==> src/rtl/noc_inject_buffer.sv <==
// ---------------------------------------------------------------------------
// noc_inject_buffer
//
// Local-port injection stage between a NoC endpoint and its router's local
// input. Every virtual channel has its own flit FIFO. A wormhole arbiter
// locks onto one VC at a header and forwards that packet, header through
// tail, onto the shared link. A body/tail flit that reaches arbitration
// without a preceding header is an orphan: it is dropped and flagged.
//
// Flit format: bit FLIT_W-1 = is_header, bit FLIT_W-2 = is_tail,
// lower bits = payload.
//
// Parameters:
//   NUM_VC  number of virtual channels (codebase Noc_VC_Channel, 4)
//   DEPTH   flit FIFO depth per VC, power of two, >= 2
//   FLIT_W  flit width (codebase Noc_Data_Width + 2, 34)
//
// Ports:
//   noc_clk       clock
//   noc_rst_n     asynchronous active-low reset, flushes FIFOs and the lock
//   in_valid      per-VC flit valid from the endpoint
//   in_flit       per-VC flit from the endpoint
//   in_ready      per-VC space available (FIFO not full)
//   out_valid     one-hot flit valid toward the router, zero when idle
//   out_flit      flit of the locked VC, zero when out_valid is zero
//   out_ready     per-VC router-side ready
//   err_orphan    one-cycle pulse when an orphan flit is dropped
//   err_vc        VC of the most recent orphan drop
//   stat_pkts     (NOC_INJ_STATS_EN only) saturating count of tail transfers
//   stat_orphans  (NOC_INJ_STATS_EN only) saturating count of orphan drops
//
// Optional feature macro: NOC_INJ_STATS_EN
// ---------------------------------------------------------------------------
module noc_inject_buffer #(
    parameter int NUM_VC = 4,
    parameter int DEPTH  = 4,
    parameter int FLIT_W = 34
) (
    input  logic                           noc_clk,
    input  logic                           noc_rst_n,
    input  logic [NUM_VC-1:0]              in_valid,
    input  logic [NUM_VC-1:0][FLIT_W-1:0]  in_flit,
    output logic [NUM_VC-1:0]              in_ready,
    output logic [NUM_VC-1:0]              out_valid,
    output logic [FLIT_W-1:0]              out_flit,
    input  logic [NUM_VC-1:0]              out_ready,
    output logic                           err_orphan,
`ifdef NOC_INJ_STATS_EN
    output logic [31:0]                    stat_pkts,
    output logic [15:0]                    stat_orphans,
`endif
    output logic [$clog2(NUM_VC)-1:0]      err_vc
);

    localparam int VW = $clog2(NUM_VC);
    localparam int AW = $clog2(DEPTH);
    localparam int PW = AW + 1;
    localparam logic [PW-1:0] PTR_INC   = {{AW{1'b0}}, 1'b1};
    localparam logic [PW-1:0] PTR_DEPTH = PW'(DEPTH);
    localparam logic [VW-1:0] VC_INC    = {{(VW-1){1'b0}}, 1'b1};
    localparam logic [VW-1:0] VC_LAST   = VW'(NUM_VC - 1);

    typedef enum logic [0:0] {
        ST_IDLE = 1'b0,
        ST_LOCK = 1'b1
    } state_t;

    // FIFO storage and pointers; pointers carry one extra wrap bit
    logic [FLIT_W-1:0] mem_r    [NUM_VC][DEPTH];
    logic [PW-1:0]     wr_ptr_r [NUM_VC];
    logic [PW-1:0]     rd_ptr_r [NUM_VC];
    logic [FLIT_W-1:0] head_s   [NUM_VC];
    logic [NUM_VC-1:0] empty_s;
    logic [NUM_VC-1:0] full_s;
    logic [NUM_VC-1:0] push_s;
    logic [NUM_VC-1:0] pop_s;

    // Arbiter / FSM state
    state_t            state_r;
    state_t            state_nxt_s;
    logic [VW-1:0]     lock_vc_r;
    logic [VW-1:0]     lock_vc_nxt_s;
    logic [VW-1:0]     rr_ptr_r;
    logic [VW-1:0]     rr_ptr_nxt_s;
    logic              found_s;
    logic [VW-1:0]     win_s;
    logic [VW-1:0]     win_inc_s;
    logic              orphan_s;
    logic              err_orphan_r;
    logic [VW-1:0]     err_vc_r;

    // FIFO status, head flits and accepted pushes
    always_comb begin
        for (int v = 0; v < NUM_VC; v++) begin
            empty_s[v] = (wr_ptr_r[v] == rd_ptr_r[v]);
            full_s[v]  = ((wr_ptr_r[v] - rd_ptr_r[v]) == PTR_DEPTH);
            head_s[v]  = mem_r[v][rd_ptr_r[v][AW-1:0]];
            push_s[v]  = in_valid[v] & ~full_s[v];
        end
    end

    // A full FIFO refuses pushes even when it pops in the same cycle
    assign in_ready = ~full_s;

    // FIFO pointers; reset flushes every VC immediately
    always_ff @(posedge noc_clk or negedge noc_rst_n) begin
        if (!noc_rst_n) begin
            for (int v = 0; v < NUM_VC; v++) begin
                wr_ptr_r[v] <= {PW{1'b0}};
                rd_ptr_r[v] <= {PW{1'b0}};
            end
        end else begin
            for (int v = 0; v < NUM_VC; v++) begin
                if (push_s[v]) begin
                    wr_ptr_r[v] <= wr_ptr_r[v] + PTR_INC;
                end
                if (pop_s[v]) begin
                    rd_ptr_r[v] <= rd_ptr_r[v] + PTR_INC;
                end
            end
        end
    end

    // FIFO storage write; contents need no reset since pointers gate them
    always_ff @(posedge noc_clk) begin
        for (int v = 0; v < NUM_VC; v++) begin
            if (push_s[v]) begin
                mem_r[v][wr_ptr_r[v][AW-1:0]] <= in_flit[v];
            end
        end
    end

    // Round-robin scan starting at rr_ptr for the first non-empty VC
    always_comb begin
        int idx_v;
        idx_v   = 0;
        found_s = 1'b0;
        win_s   = {VW{1'b0}};
        for (int i = 0; i < NUM_VC; i++) begin
            idx_v = int'(rr_ptr_r) + i;
            if (idx_v >= NUM_VC) begin
                idx_v = idx_v - NUM_VC;
            end else begin
                idx_v = idx_v;
            end
            if (!found_s && !empty_s[idx_v]) begin
                found_s = 1'b1;
                win_s   = VW'(idx_v);
            end else begin
                found_s = found_s;
            end
        end
        if (win_s == VC_LAST) begin
            win_inc_s = {VW{1'b0}};
        end else begin
            win_inc_s = win_s + VC_INC;
        end
    end

    // Next-state: lock on a header, drop orphans in IDLE, release on tail pop
    always_comb begin
        state_nxt_s   = state_r;
        lock_vc_nxt_s = lock_vc_r;
        rr_ptr_nxt_s  = rr_ptr_r;
        pop_s         = {NUM_VC{1'b0}};
        orphan_s      = 1'b0;
        case (state_r)
            ST_IDLE: begin
                if (found_s) begin
                    rr_ptr_nxt_s = win_inc_s;
                    if (head_s[win_s][FLIT_W-1]) begin
                        state_nxt_s   = ST_LOCK;
                        lock_vc_nxt_s = win_s;
                    end else begin
                        pop_s[win_s] = 1'b1;
                        orphan_s     = 1'b1;
                    end
                end else begin
                    state_nxt_s = ST_IDLE;
                end
            end
            ST_LOCK: begin
                if (!empty_s[lock_vc_r] && out_ready[lock_vc_r]) begin
                    pop_s[lock_vc_r] = 1'b1;
                    if (head_s[lock_vc_r][FLIT_W-2]) begin
                        state_nxt_s = ST_IDLE;
                    end else begin
                        state_nxt_s = ST_LOCK;
                    end
                end else begin
                    state_nxt_s = ST_LOCK;
                end
            end
            default: begin
                state_nxt_s = ST_IDLE;
            end
        endcase
    end

    // FSM, lock, round-robin pointer and orphan flag registers
    always_ff @(posedge noc_clk or negedge noc_rst_n) begin
        if (!noc_rst_n) begin
            state_r      <= ST_IDLE;
            lock_vc_r    <= {VW{1'b0}};
            rr_ptr_r     <= {VW{1'b0}};
            err_orphan_r <= 1'b0;
            err_vc_r     <= {VW{1'b0}};
        end else begin
            state_r      <= state_nxt_s;
            lock_vc_r    <= lock_vc_nxt_s;
            rr_ptr_r     <= rr_ptr_nxt_s;
            err_orphan_r <= orphan_s;
            if (orphan_s) begin
                err_vc_r <= win_s;
            end
        end
    end

    // Output decode from registered lock state and FIFO contents only
    always_comb begin
        out_valid = {NUM_VC{1'b0}};
        out_flit  = {FLIT_W{1'b0}};
        if ((state_r == ST_LOCK) && !empty_s[lock_vc_r]) begin
            out_valid[lock_vc_r] = 1'b1;
            out_flit             = head_s[lock_vc_r];
        end else begin
            out_valid = {NUM_VC{1'b0}};
            out_flit  = {FLIT_W{1'b0}};
        end
    end

    assign err_orphan = err_orphan_r;
    assign err_vc     = err_vc_r;

`ifdef NOC_INJ_STATS_EN
    logic        tail_xfer_s;
    logic [31:0] stat_pkts_r;
    logic [15:0] stat_orphans_r;

    assign tail_xfer_s = (state_r == ST_LOCK) & pop_s[lock_vc_r] & head_s[lock_vc_r][FLIT_W-2];

    // Saturating packet and orphan counters
    always_ff @(posedge noc_clk or negedge noc_rst_n) begin
        if (!noc_rst_n) begin
            stat_pkts_r    <= 32'd0;
            stat_orphans_r <= 16'd0;
        end else begin
            if (tail_xfer_s && (stat_pkts_r != 32'hFFFF_FFFF)) begin
                stat_pkts_r <= stat_pkts_r + 32'd1;
            end
            if (orphan_s && (stat_orphans_r != 16'hFFFF)) begin
                stat_orphans_r <= stat_orphans_r + 16'd1;
            end
        end
    end

    assign stat_pkts    = stat_pkts_r;
    assign stat_orphans = stat_orphans_r;
`endif

endmodule

==> config.mk <==
export PLATFORM = sky130hd
export DESIGN_NAME = noc_inject_buffer
export DESIGN_NICKNAME = d
export VERILOG_FILES = /design/src/rtl/noc_inject_buffer.sv
export SDC_FILE = /design/constraint.sdc
export NUM_CORES = 1
export LEC_CHECK = 0
export ABC_AREA = 1
export CORE_UTILIZATION = 53
export CTS_CLUSTER_SIZE = 8
export DETAILED_ROUTE_END_ITERATION = 16
export PLACE_DENSITY = 0.79
export SYNTH_ARGS = -nofsm -noshare
export SYNTH_HDL_FRONTEND = slang
export SYNTH_SLANG_ARGS = --single-unit
==> constraint.sdc <==
create_clock -name noc_clk -period 4.68 [get_ports noc_clk]
set_clock_uncertainty 0.05 [all_clocks]
set_input_delay 0.936 -clock noc_clk [delete_from_list [all_inputs] [get_ports noc_clk]]
set_output_delay 0.936 -clock noc_clk [all_outputs]
set_load 0.01 [all_outputs]
Word-level counts from Yosys, hierarchy flattened. Memories as Yosys holds them, arrays and structs flattened. Cells that the tools add are included.

Bits in registers: 32. Memories: 1. Bits in writable memories: 544.

$add $sub $neg: 20. Bitwise logic cells: 20. Eq/ne operators: 9. Reduce and logical (&&, ||, !) cells: 19. Mux-type cells: 81. $lt $le $gt $ge: 26.

Memories: mem_r (depth 4, bits a word 136, rd ports 4, clocked after Yosys merged registers in 0, write ports 4, line 69) `logic [FLIT_W-1:0] mem_r [NUM_VC][DEPTH];`.

Operators by type and width (count): $mux 34 (17); $mux 136 (4); $bmux 34 s2 (6); $demux 34 s2 (4); $lt 32x4->1 const B (4); $mux 32 (4); $ge 3x3->1 const B (13); $not 2->3 (10); $mux 1 (27); $add 3x1->3 const B (8); $mux 4 (4); $bmux 1 s2 (6); $eq 3x3->1 (4); $eq 3x3->1 const B (4); $lt 3x1->1 const B (4); $sub 3x3->3 (4); $sub 3x3->4 const B (3); $logic_and 1x1->1 (11); $mux 2 (5); $pmux 4 s2 (1); $add 2x2->3 const B (2); $logic_not 1->1 (6); $lt 2x3->1 const B (2); $not 1->1 (5); 12 further kinds (17).

Logic depth before layout (Yosys ltp).
Depth after elaboration: 22. Depth in mapped cells: 22. Mapped depth without buffers: 20.

Least setup slack after synthesis. No wires, ideal clock.

Path type: register to register. Start point: register rd_ptr_r[1] in the netlist's numbering. End point: memory mem_r[3][0] in the netlist's numbering (enable). Path buffers: 2. Arrival: 3334 ps. Required time: 4202 ps. Stages on the path, launching flop included: 10. Setup slack: 868 ps. Library setup time: 428 ps. Cells stage by stage: dfrtp_1 > inv_1 > clkbuf_1 > clkbuf_1 > ha_1 > a21oi_1 > or2_2 > nand3_1 > nand2_1 > nor2_1.

RTL lines: from (decl) (line 71) `logic [PW-1:0] rd_ptr_r [NUM_VC];`; from (signal, indexed assignment) (line 110) `rd_ptr_r[v] <= {PW{1'b0}};`; from (signal, indexed assignment) (line 118) `rd_ptr_r[v] <= rd_ptr_r[v] + PTR_INC;`; to (decl) (line 69).

Worst setup path after layout.
Start point: register wr_ptr_r[9] in the netlist's numbering. End point: output port out_flit[26].

Longest elaborated chain between the ends: 6.

RTL lines: from (decl) (line 70) `logic [PW-1:0] wr_ptr_r [NUM_VC];`; from (signal, indexed assignment) (line 109) `wr_ptr_r[v] <= {PW{1'b0}};`; from (signal, indexed assignment) (line 115) `wr_ptr_r[v] <= wr_ptr_r[v] + PTR_INC;`; $eq 3x3->1 (line 95) `empty_s[v] = (wr_ptr_r[v] == rd_ptr_r[v]);`; $bmux 1 s2 (line 223) `if ((state_r == ST_LOCK) && !empty_s[lock_vc_r]) begin`; $mux 1 (not written as such) (line 223); $logic_not 1->1 (line 223); $logic_and 1x1->1 (line 223); $mux 34 (line 223); to (decl) (line 45) `output logic [FLIT_W-1:0] out_flit,`.

Every way passes these cells. The select of a mux whose other input is x is not followed.

==> flow_summary.ini <==
[global_route]
grt_pass1_vias = 15425
grt_max_degree = 71
grt_usage_pct = 28.2
antenna_found_initial = 4
grt_first_pass_wirelength_um = 92700
grt-ovfl-total = 0

[synthesis]
synth_nets = 1916
synth_compound_area_share_pct = 12.3
netlist_area_um2 = 23300
synthXorXnorAreaFrac_pct = 0.520
ys_warn_count = 0
synth_top_family_by_area = compound AO/OA/AOI/OAI gates
synth_top_area_share_pct = 70.0
synth_adder_area_share_pct = 1.72
ys_seq_area_share_pct = 73.5
synth_area_leaders = edfxtp_1 (70%), o21ai_0 (4.5%), nor2_1 (3.8%)
yosys.area.top_type = edfxtp_1
synthMuxAreaShare_pct = 0
yosys.area_share.simple_pct = 9.12
ys_ff_latch = 576
syn_avg_cell_area_um2 = 13.4
yosysUniqueCellTypes = 38
synth_cells = 1738

[pwr]
p_int_w = 0.0125
vdd_ir_drop_max_mv = 0.423
p_clk_share_pct = 26.5
seq_power_share_pct = 36.9
switching_share_pct = 37.2
power_density_nw_per_um2 = 704
cellLeakagePower_nw = 9.91
combPwrFrac_pct = 36.6
switchingPower_w = 0.00739

[worst_setup_path]
crit_type = reg -> out
cp-end-kind = primary output
start_kind = flip-flop
arrival_ps = 3660
cp_max_fo = 37
worstPathRequired_ps = 3690

[detailed_routing]
antenna_left = 0
dr.pass1.iters = 6
drc_errors = 0
vias = 15725
drt-total-wl_um = 62400
via_per_inst = 6.10
wl_per_cell_um = 24.2
drt_iter0_drc = 1716

[clock_tree]
cts_root_buf = clkbuf_16
cts_made_buffers = 81
cts_resized = 2
clk_path_buf_depth = 3
cts_setup_buffers = 0
clkSlewWorstSetupHoldPaths_ps = 50
clkLatencyLatePin_ps = 600
cts_tree = done
clock-sinks = 576
cts_hold_buf = 0
cts_max_level = 3

[sta]
timing.final.ws_setup_ps = 32.3
finalCriticalPeriod_ps = 4650
fin_crit_sh_pct = 99.3
hold_ws_ps = 385
worstMarginPinSlew_ps = 1150
max_slew_margin_pct = 23.4
slew_viol_final = 0
rsz0062_at_grt = yes
finalHoldViolCount = 0
setup_viol = 0
fmax_ghz = 0.215

[finish]
area_growth_pct = 21.2
layout.cells.most_common_list = edfxtp_1 (544), nand2_1 (221), nor2_1 (216)
multiInputGateArea_um2 = 5620
layoutNonFillerInstCount = 2579
drive_gt1_share_pct = 10.8
regArea_um2 = 17100
final_common_cell = edfxtp_1
nNetsFinal = 2131
fin_util_pct = 65.3
nFillCells = 2920

[status]
status = finished, final reports clean

[placement]
dp_cells = 2455
place.gp.congestion = 0.910
pre_cts_slack_ps = 570
numPortBuffers = 190
dp_hpwl_um = 38500

[floorplanning]
die_area_um2 = 44800
die_w_um = 212
initial_utilization_pct = 53.9
rows = 76
core_um2 = 43300
num_io_pins = 191
die_h_um = 212

[worst_hold_path]
hold_path_class = in -> async

[flow_run]
cap_violations = 0
path summary, 6_finish.rpt:
| check | start | to | slack [ps] | depth (start not counted) |
|---|---|---|---|---|
| max reg2reg | rd_ptr_r[1] | mem_r[3][101] | 1640 | 8 |
| max | wr_ptr_r[9] | out_flit[26] | 30 | 11 |
| max in group asynchronous | noc_rst_n | rd_ptr_r[6] | 3610 | 1 |
| min in group noc_clk | wr_ptr_r[5] | wr_ptr_r[5] | 440 | 1 |
| min reg2reg | wr_ptr_r[5] | wr_ptr_r[5] | 440 | 1 |
| min | noc_rst_n | wr_ptr_r[1] | 380 | 1 |
per-layer routing:
metal,up-vias,track usage [%],share of wire (%)
li1,6939,-,-
met1,7738,38.1,38
met3,129,4.47,8.8
met4,2,12.1,3.7
met5,-,0,0.021
met2,917,45.6,49
through the flow:
step	cell area (um2)	TNS [ps]	total power [W]
floorplan	23300	0	0.0115
global placement	26000	0	0.0143
detailed placement	26000	0	0.0146
CTS	28200	0	0.0199
global route	28300	-1720	0.0208
finish	28300	0	0.0199
state kept, by name, indices dropped and copies added (netlist names):
signal      cells
lock_vc_r       2
rd_ptr_r       12
err_orphan      1
state_r         1
mem_r         544
wr_ptr_r       12
rr_ptr_r        2
err_vc          2
final cells by class:
class	instances	share of cell area, %
antenna	2	0.0177
sequential	576	60.7
inverter	68	0.903
clock buffer	116	7.71
clock inverter	6	0.266
timing repair buffer	233	7.96
tap	585	2.59
multi-input combinational	993	19.9
kinds of logic after synthesis:
family                   count (synthesis)
buffers and inverters                  169
AND/OR/NAND/NOR                        525
XOR/XNOR                                13
adder cells (fa/ha/maj)                 32
AO/OA/AOI/OAI                          423
flip-flops                             576
Yosys cell counts:
cell	count
clkbuf_1	87
o21ai_1	3
a22o_1	1
inv_1	63
xor2_1	12
nor2_2	2
a311oi_1	1
xnor2_2	1
or2_2	4
nand3_1	44
a21oi_4	1
a21oi_1	39
o21ai_0	209
edfxtp_1	544
clkinv_1	1
a22oi_1	2
a2111oi_1	7
o221ai_1	66
buf_6	1
ha_1	32
nand2_1	221
a21oi_2	1
nand4_1	1
nor2_1	234
inv_2	4
nand2_2	10
dfrtp_1	32
a221oi_1	2
nand2_4	1
o22ai_1	5
nand3_2	6
nor3_1	1
buf_2	12
a2111oi_0	24
buf_1	1
nor3_4	1
a32o_1	31
o221a_2	31
power by group through the flow:
stage | logic [W] | clock network, W | registers (W)
after CTS | 0.00724 | 0.00530 | 0.00733
final | 0.00729 | 0.00526 | 0.00734
after floorplan | 0.00409 | 0 | 0.00737
after detailed placement | 0.00717 | 0 | 0.00741
after global routing | 0.00784 | 0.00551 | 0.00742
after global placement | 0.00696 | 0 | 0.00735
worst max-delay path: stages, from the launching register on:
cell	delay, ps
dfrtp_1	400
inv_1	150
ha_1	250
nand2_1	60
inv_1	80
nand3_1	90
nand2_1	60
a311oi_1	300
nand2_1	90
buf_4	290
a2111oi_1	620
clkdlybuf4s50_1	670
Power figures use the tool's default switching activity.
